===== src/rtl/seg_msg_animator_if.sv =====
// Message-write and display-pin bundle for seg_msg_animator.
// The controller/board side uses master; the animator itself uses slave.
interface seg_msg_animator_if #(
    parameter int N_DIGITS  = 8,
    parameter int MSG_DEPTH = 16
);
    localparam int AW = $clog2(MSG_DEPTH);

    logic                wr_en;
    logic [AW-1:0]       wr_addr;
    logic [4:0]          wr_char;
    logic [AW:0]         msg_len;
    logic [1:0]          mode;
    logic [6:0]          segmentos;
    logic [N_DIGITS-1:0] anodos;
    logic                frame_start;
    logic                wrap;

    modport master (output wr_en, wr_addr, wr_char, msg_len, mode,
                    input  segmentos, anodos, frame_start, wrap);
    modport slave  (input  wr_en, wr_addr, wr_char, msg_len, mode,
                    output segmentos, anodos, frame_start, wrap);
endinterface


===== src/rtl/seg_msg_animator.sv =====
// N-digit multiplexed 7-segment message driver with static, scroll, blink and
// freeze modes; all pin outputs are registered and reflect the previous cycle's scan state.
module seg_msg_animator #(
    parameter int N_DIGITS    = 8,
    parameter int MSG_DEPTH   = 16,
    parameter int REFRESH_DIV = 12500,
    parameter int STEP_DIV    = 25000000
) (
    input  logic              clk,
    input  logic              rst,
    seg_msg_animator_if.slave bus
);
    localparam int AW = $clog2(MSG_DEPTH);
    localparam int DW = $clog2(N_DIGITS);
    localparam int RW = $clog2(REFRESH_DIV);
    localparam int SW = $clog2(STEP_DIV + 1);
    localparam logic [AW:0] ONE = (AW + 1)'(1);

    typedef enum logic [1:0] {
        M_STATIC = 2'b00,
        M_SCROLL = 2'b01,
        M_BLINK  = 2'b10,
        M_FREEZE = 2'b11
    } mode_e;

    logic [4:0]          msg_q [MSG_DEPTH];
    logic [RW-1:0]       slot_q;
    logic [DW-1:0]       dig_q;
    logic [SW-1:0]       step_q;
    logic [AW-1:0]       rd_idx_q, rd_idx_d, offset_q, offset_d, off_a;
    logic [AW:0]         len_q, len_n, off_inc, rd_inc;
    mode_e               mode_q, mode_n;
    logic                blink_q, blink_d;
    logic [6:0]          seg_q, seg_d;
    logic [N_DIGITS-1:0] an_q, an_d;
    logic                frame_q, wrap_q, wrap_d;
    logic                frame, slot_end, step_tick, lit;

    function automatic logic [6:0] glyph(input logic [4:0] c);
        case (c)
            5'h00: glyph = 7'b0000001;
            5'h01: glyph = 7'b1001111;
            5'h02: glyph = 7'b0010010;
            5'h03: glyph = 7'b0000110;
            5'h04: glyph = 7'b1001100;
            5'h05: glyph = 7'b0100100;
            5'h06: glyph = 7'b0100000;
            5'h07: glyph = 7'b0001111;
            5'h08: glyph = 7'b0000000;
            5'h09: glyph = 7'b0000100;
            5'h0A: glyph = 7'b0001000;
            5'h0B: glyph = 7'b1100000;
            5'h0C: glyph = 7'b0110001;
            5'h0D: glyph = 7'b1000010;
            5'h0E: glyph = 7'b0110000;
            5'h0F: glyph = 7'b0111000;
            5'h10: glyph = 7'b1001000;
            5'h11: glyph = 7'b1110001;
            5'h12: glyph = 7'b0011000;
            5'h13: glyph = 7'b1000001;
            5'h14: glyph = 7'b1111110;
            default: glyph = 7'b1111111;
        endcase
    endfunction

    assign slot_end  = (slot_q == RW'(REFRESH_DIV - 1));
    assign frame     = (slot_q == '0) && (dig_q == DW'(N_DIGITS - 1));
    assign step_tick = (step_q == SW'(STEP_DIV - 1));

    always_comb begin
        len_n  = frame ? bus.msg_len : len_q;
        mode_n = frame ? mode_e'(bus.mode) : mode_q;

        // Frame boundary: static/blink restart at 0, and a shrunk message never leaves offset past its end.
        off_a = offset_q;
        if (frame && ((mode_n == M_STATIC) || (mode_n == M_BLINK) || ({1'b0, offset_q} >= len_n)))
            off_a = '0;

        off_inc  = {1'b0, off_a} + ONE;
        offset_d = off_a;
        wrap_d   = 1'b0;
        if (step_tick && (mode_n == M_SCROLL) && (len_n != '0)) begin
            offset_d = (off_inc == len_n) ? '0 : off_inc[AW-1:0];
            wrap_d   = (off_inc == len_n);
        end

        rd_inc   = {1'b0, rd_idx_q} + ONE;
        rd_idx_d = rd_idx_q;
        if (frame)
            rd_idx_d = off_a;
        else if (slot_end)
            rd_idx_d = ((rd_inc == len_q) || (len_q == '0)) ? '0 : rd_inc[AW-1:0];

        blink_d = (mode_n == M_BLINK) ? (blink_q ^ step_tick) : 1'b1;

        lit   = (slot_q != '0) && blink_q && (len_q != '0);
        an_d  = lit ? ~(N_DIGITS'(1) << dig_q) : '1;
        seg_d = lit ? glyph(msg_q[rd_idx_q]) : 7'b1111111;
    end

    // Buffer is deliberately outside reset; a zero length keeps stale contents invisible.
    always_ff @(posedge clk) begin
        if (bus.wr_en)
            msg_q[bus.wr_addr] <= bus.wr_char;
    end

    always_ff @(posedge clk) begin
        if (rst) begin
            slot_q   <= '0;
            dig_q    <= '0;
            step_q   <= '0;
            rd_idx_q <= '0;
            offset_q <= '0;
            len_q    <= '0;
            mode_q   <= M_STATIC;
            blink_q  <= 1'b1;
            seg_q    <= 7'b1111111;
            an_q     <= '1;
            frame_q  <= 1'b0;
            wrap_q   <= 1'b0;
        end else begin
            if (slot_end) begin
                slot_q <= '0;
                dig_q  <= (dig_q == '0) ? DW'(N_DIGITS - 1) : dig_q - DW'(1);
            end else begin
                slot_q <= slot_q + RW'(1);
            end
            step_q   <= step_tick ? '0 : step_q + SW'(1);
            rd_idx_q <= rd_idx_d;
            offset_q <= offset_d;
            len_q    <= len_n;
            mode_q   <= mode_n;
            blink_q  <= blink_d;
            seg_q    <= seg_d;
            an_q     <= an_d;
            frame_q  <= frame;
            wrap_q   <= wrap_d;
        end
    end

    assign bus.segmentos   = seg_q;
    assign bus.anodos      = an_q;
    assign bus.frame_start = frame_q;
    assign bus.wrap        = wrap_q;
endmodule


===== src/flat_wrapper.sv =====
// flat-port wrapper written by rule: the top's interface ports become plain ports
module seg_msg_animator_flat 
#(
    parameter int N_DIGITS    = 8,
    parameter int MSG_DEPTH   = 16,
    parameter int REFRESH_DIV = 12500,
    parameter int STEP_DIV    = 25000000
)
  (clk, rst, bus_wr_en, bus_wr_addr, bus_wr_char, bus_msg_len, bus_mode, bus_segmentos, bus_anodos, bus_frame_start, bus_wrap);
  seg_msg_animator_if #(.N_DIGITS(N_DIGITS), .MSG_DEPTH(MSG_DEPTH)) bus_i ();
  input  logic clk;
  input  logic rst;
  input wire logic [$bits(bus_i.wr_en)-1:0] bus_wr_en;
  input wire logic [$bits(bus_i.wr_addr)-1:0] bus_wr_addr;
  input wire logic [$bits(bus_i.wr_char)-1:0] bus_wr_char;
  input wire logic [$bits(bus_i.msg_len)-1:0] bus_msg_len;
  input wire logic [$bits(bus_i.mode)-1:0] bus_mode;
  output wire logic [$bits(bus_i.segmentos)-1:0] bus_segmentos;
  output wire logic [$bits(bus_i.anodos)-1:0] bus_anodos;
  output wire logic [$bits(bus_i.frame_start)-1:0] bus_frame_start;
  output wire logic [$bits(bus_i.wrap)-1:0] bus_wrap;
  assign bus_i.wr_en = bus_wr_en;
  assign bus_i.wr_addr = bus_wr_addr;
  assign bus_i.wr_char = bus_wr_char;
  assign bus_i.msg_len = bus_msg_len;
  assign bus_i.mode = bus_mode;
  assign bus_segmentos = bus_i.segmentos;
  assign bus_anodos = bus_i.anodos;
  assign bus_frame_start = bus_i.frame_start;
  assign bus_wrap = bus_i.wrap;
  seg_msg_animator #(.N_DIGITS(N_DIGITS), .MSG_DEPTH(MSG_DEPTH), .REFRESH_DIV(REFRESH_DIV), .STEP_DIV(STEP_DIV)) u_core (.clk(clk), .rst(rst), .bus(bus_i));
endmodule

===== config.mk =====
export PLATFORM = sky130hd
export DESIGN_NAME = seg_msg_animator_flat
export DESIGN_NICKNAME = d
export VERILOG_FILES = /design/src/rtl/seg_msg_animator_if.sv /design/src/rtl/seg_msg_animator.sv /design/src/flat_wrapper.sv
export SDC_FILE = /design/constraint.sdc
export NUM_CORES = 1
export LEC_CHECK = 0
export BUFFER_PORTS_ARGS = -buffer_cell sky130_fd_sc_hd__clkbuf_2
export CAP_MARGIN = 25
export CORE_MARGIN = 4
export CORE_UTILIZATION = 40
export CTS_CLUSTER_DIAMETER = 50
export CTS_CLUSTER_SIZE = 16
export DETAILED_ROUTE_END_ITERATION = 8
export HOLD_SLACK_MARGIN = 0.12
export SLEW_MARGIN = 15
export SYNTH_ARGS = -nofsm -noshare
export SYNTH_HDL_FRONTEND = slang
export SYNTH_SLANG_ARGS = --single-unit

===== constraint.sdc =====
create_clock -name clk -period 3.61 [get_ports clk]
set_input_delay 0.361 -clock clk [delete_from_list [all_inputs] [get_ports clk]]
set_output_delay 0.361 -clock clk [all_outputs]
set_load 0.05 [all_outputs]

After elaboration in Yosys (flattened, before gate mapping)
Memory sizes are Yosys's and may differ from the RTL's. A register that Yosys moved wholly into a read port is not among the register bits.
Index checks and enable logic that the tools add are counted.
Word-level totals
  register bits after elaboration: 68
  latch bits: 0
  RAM bits: 80
  ROM bits: 224
  input port bits: 19
  output and inout port bits: 17
  memories kept: 2
Memories
  (no name shown): depth 32, width 7, read ports 1, clocked after Yosys merged registers in 1, wr ports 0, RTL line seg_msg_animator.sv:40  | case (c)
  u_core.msg_q: depth 16, width 5, read ports 1, clocked after Yosys merged registers in 1, wr ports 1, RTL line seg_msg_animator.sv:26  | logic [4:0] msg_q [MSG_DEPTH];
Operators by class
  add/sub/neg operators: 5
  $mul: 0
  div/mod/pow operators: 0
  $lt $le $gt $ge: 1
  eq/ne operators: 7
  shifts and indexed selects: 1
  mux-type cells: 13
  bitwise operators: 5
  reduce and logical (&&, ||, !) cells: 22
Operators by type and width (count)
  4-bit two-way mux: 8
  25-bit by 1-bit adder with 25-bit output, second input constant: 1
  25-bit equality test, second input constant: 1
  14-bit by 1-bit adder with 14-bit output, second input constant: 1
  14-bit equality test, second input constant: 1
  14-bit logical NOT: 1
  14-bit nonzero test: 1
  4-bit by 1-bit adder with 5-bit output, second input constant: 2
  5-bit equality test: 2
  5-bit nonzero test: 2
  2-bit OR reduction: 5
  8-bit NOT: 1
  1-bit by 3-bit left shift with 8-bit output, first input constant: 1
  1-bit logical AND: 6
  4-bit by 5-bit >= comparator with 1-bit output: 1
  5-bit logical NOT: 1
  5-bit two-way mux: 1
  3-bit equality test, second input constant: 1
  3-bit logical NOT: 1
  1-bit logical OR: 3
  3-bit two-way mux: 1
  1-bit NOT: 3
  3-bit by 1-bit subtractor with 3-bit output, second input constant: 1
  2-bit by 1-bit equality test with 1-bit output, second input constant: 1
  6 further kinds: 7

Logic depth before layout (Yosys ltp)
Gate-level depths: netlist of the first run.
  depth after elaboration: 12
  gate-level depth with buffers: 20
  mapped depth without buffers: 19

Worst setup path before layout of the first run
OpenSTA, ideal clock, no wires.
  path kind: register to register
  from: register u_core.slot_q[0]
  to: register u_core.offset_q[1]
  setup time: 0.139 ns
  data arrival time: 3.742 ns
  setup slack: -0.271 ns
  stages on the path, launching flop included: 21
  buffers on the path: 1
  cells stage by stage: dfxtp_1 -> inv_1 -> ha_1 -> nor4b_2 -> nand4_1 -> clkbuf_1 -> nand2_1 -> nand2_1 -> ha_1 -> nand2b_1 -> a211oi_1 -> o311a_1 -> nor2_1 -> nor2_1 -> ha_1 -> nand4_1 -> a21oi_1 -> o31a_1 -> o211ai_1 -> nor3_2 -> o221ai_1
On the way
  elaborated cells on any way between the ends: 19
RTL lines
  from (decl): RTL line seg_msg_animator.sv:27  | logic [RW-1:0] slot_q;
  from (signal assigned): RTL line seg_msg_animator.sv:126  | slot_q <= slot_q + RW'(1);
  14-bit logical NOT *: RTL line seg_msg_animator.sv:67  | assign frame = (slot_q == '0) && (dig_q == DW'(N_DIGITS - 1));
  1-bit logical AND *: RTL line seg_msg_animator.sv:67
  5-bit two-way mux *: RTL line seg_msg_animator.sv:71  | len_n = frame ? bus.msg_len : len_q;
  net u_core.len_n[0]: RTL line seg_msg_animator.sv:31  | logic [AW:0] len_q, len_n, off_inc, rd_inc;
  4-bit by 5-bit >= comparator with 1-bit output: RTL line seg_msg_animator.sv:76  | if (frame && ((mode_n == M_STATIC) || (mode_n == M_BLINK) || ({1'b0, offset_q} >= len_n)))
  1-bit logical OR: RTL line seg_msg_animator.sv:76
  1-bit logical AND: RTL line seg_msg_animator.sv:76
  4-bit two-way mux: RTL line seg_msg_animator.sv:76
  4-bit by 1-bit adder with 5-bit output: RTL line seg_msg_animator.sv:79  | off_inc = {1'b0, off_a} + ONE;
  5-bit equality test: RTL line seg_msg_animator.sv:83  | offset_d = (off_inc == len_n) ? '0 : off_inc[AW-1:0];
  4-bit two-way mux: RTL line seg_msg_animator.sv:83
  4-bit two-way mux *: RTL line seg_msg_animator.sv:82  | if (step_tick && (mode_n == M_SCROLL) && (len_n != '0)) begin
  to (signal assigned): RTL line seg_msg_animator.sv:130  | offset_q <= offset_d;
  to (decl): RTL line seg_msg_animator.sv:30  | logic [AW-1:0] rd_idx_q, rd_idx_d, offset_q, offset_d, off_a;
Mark *: on every way through the listed nets, which the timed path passes. The rest lies on a longest branch.
A chain may end at the register's enable or synchronous reset.

Worst setup path in the final report of the first run
  from: register u_core.slot_q[0]
  to: register u_core.offset_q[2]
On the way
  word-level cells in the longest chain between the ends: 12
  elaborated cells on any way between the ends: 19
Ends and longest elaborated chain (RTL line)
  14-bit logical NOT *: seg_msg_animator.sv:67
  1-bit logical AND *: seg_msg_animator.sv:67
  branches (longest 9 deep; another with 4-bit by 5-bit >= comparator with 1-bit output)
  4-bit two-way mux *: seg_msg_animator.sv:82
Every way passes the cells marked *.

==> results of run 1 <==
-- state kept, by name, summed over array words and instances (netlist names), named ones only --
signal                  cells
u_core.len_q                5
u_core.msg_q               80
u_core.dig_q                3
u_core.offset_q             4
u_core.mode_q               2
u_core.bus.frame_start      1
u_core.rd_idx_q             4
u_core.bus.segmentos        7
u_core.step_q              25
u_core.bus.wrap             1
u_core.bus.anodos           8
u_core.slot_q              14
u_core.blink_q              1
-- layout make-up --
type | count | share of cell area, %
inverters | 17 | 0.747
well taps | 225 | 3.29
flip-flops and latches | 159 | 46.7
multi-input cells | 417 | 36.6
clock inverters | 15 | 2.06
clock buffers | 17 | 4.98
repair buffers | 76 | 5.65
-- per-layer routing --
| layer | up-vias | GRT usage (%) | wire, um |
|---|---|---|---|
| met3 | 18 | 3.86 | 607 |
| met2 | 72 | 25.5 | 7190 |
| met4 | 0 | 4.75 | 181 |
| met1 | 2348 | 19.1 | 6610 |
| li1 | 2395 | - | - |
| met5 | - | 0 | 0 |
-- synth_stat cells, types with 8 or more instances --
master,instances,area share [%]
a21oi_1,19,1.3
and3_1,9,0.78
clkbuf_1,14,0.73
dfxtp_1,79,22
edfxtp_1,80,33
ha_1,18,3.1
inv_1,17,0.88
mux4_2,20,6.2
nand2_1,45,2.3
nand2b_1,13,1.1
nand3_1,28,1.9
nand4_1,11,0.95
nor2_1,77,4.0
nor2b_1,9,0.78
nor3_1,8,0.55
o21ai_0,12,0.83
xnor2_1,15,1.8
xor2_1,33,4.0
-- power by group through the flow --
stage               Sequential [uW]  Clock, uW  Combinational [uW]
detailed placement             1970          0                 111
finish                         1930       1800                 113
global placement               1960          0                 109
global route                   1930       1930                 126
floorplan                      1960          0                59.9
CTS                            1930       1840                 115
-- what timing repair did --
action                     CTS  global route
gates resized for setup      8             1
setup buffers                8             3
hold endpoints to repair     0             0
setup endpoints to repair    5             5
pin swaps                    8             4
-- worst paths after layout --
kind	end	startpoint	cells after the start
max	u_core.offset_q[2]	u_core.slot_q[0]	17
min	u_core.len_q[2]	bus_msg_len[2]	3
max reg2reg	u_core.offset_q[2]	u_core.slot_q[0]	17
min reg2reg	u_core.step_q[0]	u_core.step_q[0]	1
-- tightest hold or removal path, cell delays in order --
cell and delay [ps]:
clkbuf_2 120, nand2_1 60, a21oi_1 60
-- logic make-up after synthesis --
logic type      share of synthesized area [%]
simple gates                             17.3
flops                                    55.2
compound gates                           7.11
xor+xnor                                 5.82
buf+inv                                  2.70
mux                                      8.72
fa+ha+maj                                3.12
-- per-stage QoR --
step / cells / setup TNS, ps / hold slack [ps] / instance area [um^2] / setup slack (ps)
2_1_floorplan: 619 / 0 / 413 / 7270 / 8.27
6_report: 926 / -475 / 229 / 8540 / -156
3_3_place_gp: 883 / -1.87 / 423 / 7820 / -1.87
4_1_cts: 923 / -390 / 214 / 8520 / -177
5_1_grt: 926 / -1800 / 228 / 8540 / -394
3_5_place_dp: 883 / -636 / 434 / 7820 / -198
==> summary.md, run 1 <==
| Metric | Value |
|---|---|
| Final wirelength | `14600 um` |
| Failing checks | `negative setup slack` |
| Initial Util | `41.3%` |
| Relative slew slack | `41.2%` |
| Vias | `4833` |
| Commonest cells after routing, fill and taps aside | `edfxtp_1, nor2_1, dfxtp_1` |
| Layout Nets | `725` |
| Most frequent cell on the critical path | `nand4_1` |
| RSZ-0062 raised after global routing | `yes` |
| Comb pwr share | `3.0%` |
| WP data required | `3930 ps` |
| Worst-skew pair later-pin latency | `420 ps` |
| Commonest non-fill, non-tap cell in the layout | `edfxtp_1` |
| Area of the multi-input gates | `3130 um^2` |
| Post-DP HPWL | `10400 um` |
| Clock root cell | `clkbuf_16` |
| Starting DRT DRC Count | `193` |
| Crit path largest cell delay | `350 ps` |
| Max IR drop VDD | `0.000344 V` |
| Core area | `17500 um^2` |
| Tcrit/Tclk final | `104%` |
| Num ports | `36` |
| Switching pwr | `841 uW` |
| Mapped Nets | `656` |
| Number of global-route vias before repair | `4892` |
| Cell Rows | `48` |
| Switching power share of the total | `21.9%` |
| Int Power | `3000 uW` |
| Pleak | `0.00304 uW` |
| Antenna-violating nets left | `0` |
| IO Port Bufs | `35` |
| Setup violations, final | `5` |
| Synthesized flop and latch total | `159` |
| Slowest CP cell | `ha_1` |
| Largest net degree at the start of global routing | `26` |
| Slack of the critical path | `-156 ps` |
| Critical Path End Type | `flop` |
| PD cells | `450 nW/um^2` |
| Pwr Total | `3840 uW` |
| Clock sinks | `159` |
| Crit path buffers/inverters | `2` |
| Sequential Area | `3990 um^2` |
| Fillers | `1509` |
| Overflow after GRT | `0` |
| Outcome | `finished with violations` |
| HP Class | `input pin to flop` |
| Finished Core Util | `48.9%` |
| Max Clock Skew | `8.23 ps` |
| Clock transition at path regs | `60 ps` |
| Clock period minus worst slack | `3770 ps` |
| Startpoint types | `flop` |
| Fraction of layout cells with a size suffix above 1 | `24.3%` |
| Sequential fraction of the synthesis area | `55.2%` |
| EDFF count, synth | `80` |
| CTS tree | `yes` |
| Sequential power share | `50.2%` |
| Max-slew violations | `0` |
| Max Fclk | `266 MHz` |
| Endpoints failing hold | `0` |
| CTS H-Tree Depth | `4` |
| Routability cong. | `0.852` |
| Arr. time, crit path | `4090 ps` |
| P&R area growth vs syn | `18.4%` |
| First-pass iteration count of the detailed router | `4` |
| Initial antenna violation count | `0` |
| Async SR Flop Fraction | `0%` |
| Wirelength per Cell | `15.7 um` |
| Critical Path Fanout Max | `3` |
| GR Util All Layers | `15.1%` |
| First-pass GRT wire length | `24200 um` |
| Max-Cap Viols | `0` |
| DIE AREA | `20300 um^2` |
| Die width | `142 um` |
| Clock tree buffer depth | `2` |
| Top Family by Delay on Critical Path | `compound AO/OA/AOI/OAI gates` |
| Inserted Diodes | `0` |
| Drc violations | `0` |
| Clk pwr share | `46.9%` |
| CTS hold repair buffers | `0` |
| Num CTS Buffers | `17` |
| Netlist cell types | `71` |
| Avg Cell Area, Syn | `11.7 um^2` |
| Kind of critical path | `flop to flop` |
| R2R Setup Slk | `-160 ps` |
| Vias per cell | `5.22` |
| Ys flop type | `edfxtp_1` |
| Cells after Synth | `619` |
| Yosys warnings | `0` |
| Crit-path cells | `inv_2, ha_4, nor4b_4, nand4_1, mux2i_2, ha_1, a211oi_4, o311a_1, nor2_2, nor2b_2, ha_2, nand4_1, o31a_1, o211ai_1, nor3_2, buf_4, a2111oi_4` |
| Worst slew pin tran | `875 ps` |
| Area of the mapped netlist | `7220 um^2` |
| Die height | `142 um` |
(Power assumes the default switching activity.)
==> run 2: changes to the inputs <==
--- a/config.mk
+++ b/config.mk
@@ -13,6 +13,7 @@
 export CTS_CLUSTER_SIZE = 16
 export DETAILED_ROUTE_END_ITERATION = 8
 export HOLD_SLACK_MARGIN = 0.12
+export REMOVE_ABC_BUFFERS = 1
 export SLEW_MARGIN = 15
 export SYNTH_ARGS = -nofsm -noshare
 export SYNTH_HDL_FRONTEND = slang
==> summary.md, run 2 (synthesis gave the netlist of run 1 again) <==
| Metric | Value |
|---|---|
| Outcome | `finished with violations` |
| Failing checks | `negative setup slack` |
| Max-Cap Viols | `0` |
| Die height | `142 um` |
| Max IR drop VDD | `0.000368 V` |
| Starting DRT DRC Count | `278` |
| Fillers | `1509` |
| Pre-CTS setup slack | `-266 ps` |
| Arr. time, crit path | `3980 ps` |
| Clock sinks | `159` |
| Wirelength per Cell | `16.2 um` |
| Crit path largest cell delay | `320 ps` |
| Overflow after GRT | `0` |
| Top flop regs | `u_core.msg_q (80), u_core.step_q (25), u_core.slot_q (14)` |
| Met1 Usage GRT | `19.5%` |
| Inserted Diodes | `0` |
| R2r worst-path depth | `20` |
| Grt met2 use | `26.7%` |
| Post-DP HPWL | `10500 um` |
| Tcrit/Tclk final | `102%` |
| Kind of critical path | `flop to flop` |
| Vias | `4885` |
| Worst-skew pair later-pin latency | `420 ps` |
| Critical Path End Type | `flop` |
| Max reg flops | `80` |
| Num CTS Buffers | `17` |
| Final wirelength | `15100 um` |
| First-pass iteration count of the detailed router | `5` |
| Layout Nets | `731` |
| Met3 Use GR | `3.19%` |
| CTS H-Tree Depth | `4` |
| Sequential Area | `3990 um^2` |
| Antenna-violating nets left | `0` |
| Relative slew slack | `38.0%` |
| Startpoint of the worst hold path | `bus_msg_len[2]` |
| Crit-path cells | `inv_2, ha_4, nor4b_4, and4_4, nand2_2, nand2_1, ha_1, nand2b_4, a211oi_2, o311a_1, nor2_4, nor2b_2, ha_2, buf_4, nand3_1, xnor2_1, nor2_1, o211ai_1, nor3_2, a2111oi_2` |
| GR peak layer | `met2` |
| Worst hold stages | `3` |
| DIE AREA | `20300 um^2` |
| CTS hold repair buffers | `0` |
| Setup violations, final | `4` |
| Startpoint types | `flop` |
| Slack of the critical path | `-55.0 ps` |
| Critical Path Fanout Max | `4` |
| RSZ-0062 raised after global routing | `yes` |
| IO Port Bufs | `35` |
| Core area | `17500 um^2` |
| Clock transition at path regs | `60 ps` |
| Commonest non-fill, non-tap cell in the layout | `edfxtp_1` |
| Routability cong. | `0.872` |
| Clock tree buffer depth | `2` |
| Max-slew violations | `0` |
| FF-to-FF Start | `u_core.slot_q[0]` |
| Slowest CP cell | `dfxtp_2` |
| R2R Setup Slk | `-60 ps` |
| Initial antenna violation count | `0` |
| Commonest cells after routing, fill and taps aside | `edfxtp_1, nor2_1, dfxtp_1` |
| Number of global-route vias before repair | `5026` |
| First-pass GRT wire length | `25100 um` |
| Finished Core Util | `49.4%` |
| R2R Path End | `u_core.offset_q[2]` |
| Worst slew pin tran | `923 ps` |
| Max Fclk | `273 MHz` |
| HP Class | `input pin to flop` |
| Area of the multi-input gates | `3130 um^2` |
| Largest net degree at the start of global routing | `26` |
| CTS tree | `yes` |
| Initial Util | `41.3%` |
| Clock period minus worst slack | `3670 ps` |
| WP data required | `3930 ps` |
| Vias per cell | `5.24` |
| Endpoints failing hold | `0` |
| P&R area growth vs syn | `19.6%` |
| Hold Path End | `u_core.len_q[2]` |
| Pleak | `0.00310 uW` |
| Num ports | `36` |
| Most flop-heavy register | `u_core.msg_q` |
| Drc violations | `0` |
| Cell Rows | `48` |
| Max Clock Skew | `6.58 ps` |
| Clock root cell | `clkbuf_16` |
| PD cells | `461 nW/um^2` |
| Die width | `142 um` |
| GR Util All Layers | `15.6%` |
| Fraction of layout cells with a size suffix above 1 | `24.8%` |
[run 2: area by class of cell]
class	instances	share of cell area, %
timing repair buffer	82	6.16
tap	225	3.26
clock inverter	14	2.43
sequential	159	46.2
multi-input combinational	417	36.2
inverter	17	0.739
clock buffer	18	4.97
[run 2: timing repair]
action / in CTS / in global routing
endpoints found under the hold margin: 0 / 0
buffers inserted: 13 / 1
pin swaps: 10 / 7
gates resized for setup: 21 / 5
gates cloned: 0 / 0
setup endpoints to repair: 5 / 5
[run 2: worst max-delay path: cells and delay by family, from the launching register on]
family / cells / cell delay [ps]
AO/OA/AOI/OAI: 4 / 1070
XOR/XNOR: 1 / 180
adder cells (fa/ha/maj): 3 / 550
buffers and inverters: 2 / 170
flip-flops: 1 / 320
AND/OR/NAND/NOR: 10 / 1280
[run 2: per-stage QoR]
stage	instance area, um^2	cells	TNS (ps)	total power (uW)	hold WS, ps
after global routing	8630	932	-1210	4110	241
after CTS	8590	931	-112	4020	216
after global placement	7800	887	-77.2	2070	426
after floorplan	7090	593	-1530	2020	413
after detailed placement	7800	887	-887	2070	435
final	8630	932	-108	3980	238
[run 2: per-layer routing]
layer	share of wire, %	up-vias
li1	-	2403
met1	45	2400
met2	51	67
met3	2.9	15
met4	1.4	0
met5	0	-
[run 2: worst max-delay path by stage]
stage / from / end / cells after the start
after floorplan: u_core.slot_q[0] / u_core.offset_q[1] / 19
after global placement: u_core.slot_q[0] / u_core.offset_q[2] / 19
after detailed placement: u_core.slot_q[0] / u_core.offset_q[2] / 19
after CTS: u_core.slot_q[0] / u_core.offset_q[2] / 17
after global routing: u_core.slot_q[0] / u_core.offset_q[2] / 18
final: u_core.slot_q[0] / u_core.offset_q[2] / 20
[run 2: power by group]
| group | leakage, uW | switching, uW | total [uW] | internal, uW |
|---|---|---|---|---|
| Clock | 0.000310 | 708 | 1940 | 1230 |
| Sequential | 0.00136 | 7.72 | 1930 | 1920 |
| Combinational | 0.00142 | 73.8 | 115 | 41.1 |
